<file path="src/rtl/xprop_pkg.sv">
// Shared types for the 4-state X-propagation pipeline: op encoding, lane
// struct and the canonical-X helper.
package xprop_pkg;

   typedef enum logic [1:0] {
      OP_NOT = 2'b00,
      OP_AND = 2'b01,
      OP_OR  = 2'b10,
      OP_XOR = 2'b11
   } op_e;

   typedef struct packed {
      logic val;
      logic known;
   } lane_t;

   localparam lane_t X_LANE = '{val: 1'b0, known: 1'b0};

   // An unknown lane always carries val=0 so downstream compares are stable.
   function automatic lane_t canon(input lane_t l);
      lane_t r;
      r.known = l.known;
      r.val   = l.val & l.known;
      return r;
   endfunction

endpackage

</file>
<file path="src/rtl/xprop_cell.sv">
// One combinational lane operator on {val, known} pairs.
// XPROP_PESSIMISTIC_EN: AND/OR become known only when both inputs are known.
module xprop_cell
   import xprop_pkg::*;
(
   input  op_e   op,
   input  lane_t a,
   input  lane_t b,
   output lane_t r
);

   lane_t raw;

   always_comb begin
      raw = X_LANE;
      unique case (op)
         OP_NOT: begin
            raw.known = a.known;
            raw.val   = ~a.val;
         end
         OP_AND: begin
`ifdef XPROP_PESSIMISTIC_EN
            raw.known = a.known & b.known;
`else
            // A known 0 on either side dominates the other operand.
            raw.known = (a.known & b.known) | (a.known & ~a.val) | (b.known & ~b.val);
`endif
            raw.val   = a.val & b.val;
         end
         OP_OR: begin
`ifdef XPROP_PESSIMISTIC_EN
            raw.known = a.known & b.known;
`else
            raw.known = (a.known & b.known) | (a.known & a.val) | (b.known & b.val);
`endif
            raw.val   = a.val | b.val;
         end
         OP_XOR: begin
            raw.known = a.known & b.known;
            raw.val   = a.val ^ b.val;
         end
      endcase
      r = canon(raw);
   end

endmodule

</file>
<file path="src/rtl/xprop_logic_pipe.sv">
// LANES-wide, DEPTH-stage pipeline of 4-state logic ops with a settle counter.
// Optional macro XPROP_PESSIMISTIC_EN selects gate-level AND/OR pessimism (in xprop_cell).
module xprop_logic_pipe
   import xprop_pkg::*;
#(
   parameter int LANES = 4,
   parameter int DEPTH = 2,
   parameter int CNT_W = 8
) (
   input  logic             clk,
   input  logic             rst,
   input  logic             en,
   input  logic             in_valid,
   input  logic [1:0]       op,
   input  logic [LANES-1:0] a_val,
   input  logic [LANES-1:0] a_known,
   input  logic [LANES-1:0] b_val,
   input  logic [LANES-1:0] b_known,
   output logic [LANES-1:0] out_val,
   output logic [LANES-1:0] out_known,
   output logic             out_valid,
   output logic             all_known,
   output logic [CNT_W-1:0] settle_cnt
);

   function automatic logic [CNT_W-1:0] sat_inc(input logic [CNT_W-1:0] c);
      if (&c)
         return c;
      return c + CNT_W'(1);
   endfunction

   op_e              op_s;
   logic [LANES-1:0] res_val;
   logic [LANES-1:0] res_known;

   assign op_s = op_e'(op);

   for (genvar l = 0; l < LANES; l++) begin : g_lane
      lane_t a_l, b_l, r_l;
      assign a_l = '{val: a_val[l], known: a_known[l]};
      assign b_l = '{val: b_val[l], known: b_known[l]};
      xprop_cell u_cell (
         .op (op_s),
         .a  (a_l),
         .b  (b_l),
         .r  (r_l)
      );
      assign res_val[l]   = r_l.val;
      assign res_known[l] = r_l.known;
   end

   // Stage 0 computes; stages 1..DEPTH-1 copy
   logic [LANES-1:0] val_p   [DEPTH];
   logic [LANES-1:0] known_p [DEPTH];
   logic             vld_p   [DEPTH];

   always_ff @(posedge clk or posedge rst) begin
      if (rst) begin
         for (int s = 0; s < DEPTH; s++) begin
            val_p[s]   <= '0;
            known_p[s] <= '0;
            vld_p[s]   <= 1'b0;
         end
      end else if (en) begin
         val_p[0]   <= res_val;
         known_p[0] <= res_known;
         vld_p[0]   <= in_valid;
         for (int s = 1; s < DEPTH; s++) begin
            val_p[s]   <= val_p[s-1];
            known_p[s] <= known_p[s-1];
            vld_p[s]   <= vld_p[s-1];
         end
      end
   end

   assign out_val   = val_p[DEPTH-1];
   assign out_known = known_p[DEPTH-1];
   assign out_valid = vld_p[DEPTH-1];

   // Value about to be loaded into the last stage, used for all_known and settling
   logic [LANES-1:0] last_known_d;
   logic             last_vld_d;
   logic             all_known_d;

   if (DEPTH == 1) begin : g_last_d1
      assign last_known_d = res_known;
      assign last_vld_d   = in_valid;
   end else begin : g_last_dn
      assign last_known_d = known_p[DEPTH-2];
      assign last_vld_d   = vld_p[DEPTH-2];
   end

   assign all_known_d = en ? (last_vld_d & (&last_known_d)) : all_known;

   // Output flag and settle counter
   logic settled;

   always_ff @(posedge clk or posedge rst) begin
      if (rst) begin
         all_known  <= 1'b0;
         settle_cnt <= '0;
         settled    <= 1'b0;
      end else begin
         all_known <= all_known_d;
         if (!settled) begin
            settle_cnt <= sat_inc(settle_cnt);
            settled    <= all_known_d;
         end
      end
   end

endmodule
</file>
<file path="config.mk">
export PLATFORM = sky130hd
export DESIGN_NAME = xprop_logic_pipe
export DESIGN_NICKNAME = d
export VERILOG_FILES = /design/src/rtl/xprop_pkg.sv /design/src/rtl/xprop_cell.sv /design/src/rtl/xprop_logic_pipe.sv
export SDC_FILE = /design/constraint.sdc
export NUM_CORES = 1
export LEC_CHECK = 0
export ABC_AREA = 1
export CORE_UTILIZATION = 50
export DETAILED_ROUTE_END_ITERATION = 8
export PLACE_DENSITY = 0.91
export SYNTH_ARGS = -nofsm -noshare
export SYNTH_HDL_FRONTEND = slang
export SYNTH_HIERARCHICAL = 1
export SYNTH_SLANG_ARGS = --single-unit
</file>
<file path="constraint.sdc">
create_clock -name clk -period 1.6 [get_ports clk]
set_clock_uncertainty 0.05 [all_clocks]
set_input_delay 0.16 -clock clk [delete_from_list [all_inputs] [get_ports clk]]
set_output_delay 0.16 -clock clk [all_outputs]
set_load 0.01 [all_outputs]
</file>
==> results.json <==
{
  "yosysUniqueCellTypes": 23,
  "ys_seq_area_share_pct": 40.0,
  "synthToLayoutAreaGrowth_pct": 32.8,
  "fin_tns_setup_ps": 0,
  "finalWirelength_um": 3710,
  "path_depth": 1,
  "ys_async_sr_fraction_pct": 100,
  "cts_sinks": 28,
  "holdCritPathClass": "in -> async",
  "fin_crit_ps": 1540,
  "crit_path_end": "settle_cnt[1]",
  "rr_endpoint": "settle_cnt[2]$_DFFE_PP0P_",
  "clkSlewWorstSetupHoldPaths_ps": 150,
  "synth_commonest_cells": "nand2_1, inv_1, dfrtp_1",
  "die_h_um": 61.2,
  "clock-root-buffer": "clkbuf_4",
  "rows": 21,
  "ioPinCount": 40,
  "antenna_left": 0,
  "worstSetupStartpoint": "settle_cnt[1]$_DFFE_PP0P_",
  "synthTopCellsByArea": "dfrtp_1, nand2_1, nand3_1, ha_1, inv_1",
  "ir_worst_vdd_v": 0.000289,
  "rsz0062_at_grt": "no",
  "htree_levels": 1,
  "required_ps": 1390,
  "synth_nets": 276,
  "crit_type": "reg -> out",
  "grt-ovfl-total": 0,
  "cts-buffers-inserted": 3,
  "routabilityCongestion": 0.826,
  "final_cell_count_no_fill": 341,
  "vias": 1677,
  "antenna_found_initial": 0,
  "grt_pass1_vias": 1538,
  "cts_buffer_depth": 2,
  "crit_chain": "clkdlybuf4s50_1",
  "cp_top_family": "buffers and inverters",
  "dr.pass1.iters": 6,
  "dp_hpwl_um": 2710,
  "synth.most_common_cell": "nand2_1",
  "yosys_warnings": 6,
  "yosys.area.top_type_share_pct": 40.0,
  "finalPower_mw": 1.48,
  "cpPeakStageDelay_ps": 560,
  "clock.fmax_ghz": 0.650,
  "routedWlPerCell_um": 10.9,
  "slew_headroom_pct": 76.2,
  "place_inst": 330,
  "reg2reg_slack_ps": 200,
  "die_w_um": 61.2,
  "hold_violations": 0,
  "start_util_pct": 52.5,
  "track_usage_pct": 21.8,
  "avgViaCountPerCell": 4.92,
  "hold_buffers": 0,
  "port_buffers": 39,
  "drt_iter0_markers": 79,
  "power_density_nw_per_um2": 638,
  "ys.flop_type": "dfrtp_1",
  "route.detailed.drc": 0,
  "postSynthAreaPerCell_um2": 7.14,
  "hold_slack_ps": 118,
  "synth_edf_count": 0,
  "critPathSlowestCell": "clkdlybuf4s50_1",
  "cp_max_fo": 5,
  "worstPathArrival_ps": 1330,
  "synth_seq_cells": 28,
  "setup_viol": 0,
  "synth_top_area_cell": "dfrtp_1",
  "reg2reg_depth": 8,
  "core_area_um2": 3340,
  "grt_pass1_wl_um": 6130,
  "drive_gt1_share_pct": 12.2,
  "grt_max_degree": 29,
  "end_kind": "output port",
  "clock_latency_ps": 340,
  "finalCritPeriodShare_pct": 96.1,
  "syn_inst": 245,
  "fin_nets": 327,
  "slew_violations": 0,
  "rr_startpoint": "settle_cnt[0]$_DFFE_PP0P_",
  "cts_tree": "yes",
  "cp-start-kind": "flop",
  "maxCapViolations": 0,
  "outcome": "complete, no violations",
  "p_leak_nw": 1.21,
  "syn_area_um2": 1750,
  "die_area_um2": 3740,
  "tightest_slew_ps": 358,
  "critical_path_buf_inv_count": 1,
  "diodes": 0
}
==> through the flow <==
step / setup WS [ps] / util [%] / instance area (um2)
6_report: 62.5 / 69.7 / 2320
5_1_grt: 6.96 / 69.7 / 2320
4_1_cts: 11.8 / 68.0 / 2270
3_5_place_dp: 18.3 / 66.9 / 2230
3_3_place_gp: 48.6 / 66.9 / 2230
2_1_floorplan: 323 / - / 1750
==> per-layer routing <==
layer	GRT usage [%]	up-vias	share of wire [%]
li1	-	856	-
met1	24.1	767	41
met2	41.6	45	53
met3	3.78	9	4.5
met4	7.47	0	2.0
met5	0	-	0
==> kinds of logic (layout without fill, tap and decap cells) <==
logic type | after synthesis | count (layout) | synth area share, %
simple gates | 140 | 140 | 35.0
fa+ha+maj | 9 | 9 | 6.43
xor+xnor | 3 | 3 | 1.50
buf+inv | 44 | 94 | 10.8
flops | 28 | 28 | 40.0
compound gates | 21 | 21 | 6.22
==> report_power, final <==
part | total (mW) | switching, mW | internal [mW]
combinational | 0.339 | 0.168 | 0.171
sequential | 0.794 | 0.0326 | 0.761
clock | 0.351 | 0.211 | 0.140
==> layout by cell type (no fill, tap or decap) <==
cell type        Yosys  layout
nand3_2              1       1
ha_1                 9       9
dfrtp_2              0       4
buf_4                4      12
nand2_1             93      93
nand2_4              1       1
nand3_1             27      27
inv_1               29      29
nand3b_1             4       4
clkdlybuf4s50_1      0      39
xnor2_1              3       3
nor2_1               9       9
clkbuf_4             0       3
inv_2                7       7
nand2_8              1       1
nand4_1              1       1
dfrtp_1             28      24
nor3_1               1       1
buf_12               0       2
o21ai_2              1       1
nand2_2              1       1
o21ai_0              9       9
nor2_2               1       1
a21oi_1              4       4
clkbuf_8             0       1
o21ai_1              7       7
inv_6                1       1
==> registers in the layout, summed over array words and instances (netlist names) <==
name and flops:
all_known 1, last_known_d 4, last_vld_d 1, out_known 4, out_val 4, out_valid 1, settle_cnt 8, settled 1
val_p 4
==> worst min-delay path by stage <==
stage and end:
5_1_grt settle_cnt[6]$_DFFE_PP0P_, 3_5_place_dp last_vld_d$_DFFE_PP0P_, 2_1_floorplan all_known$_DFF_PP0_, 6_report settle_cnt[6]$_DFFE_PP0P_, 4_1_cts settle_cnt[5]$_DFFE_PP0P_, 3_3_place_gp out_known[2]$_DFFE_PP0P_
==> cell type report <==
class | count | area (um2)
repair buffers | 53 | 520
flip-flops and latches | 28 | 706
inverters | 37 | 144
fillers | 275 | 1010
well taps | 46 | 57.6
clock buffers | 4 | 36.3
multi-input cells | 173 | 861
==> timing repair <==
action                                  in CTS  in global routing
pin swaps                                    0                  0
buffers inserted                             0                  7
gates resized for setup                      2                  2
endpoints found under the setup margin       2                  6
Note: power is estimated with default switching activity, not from simulation.
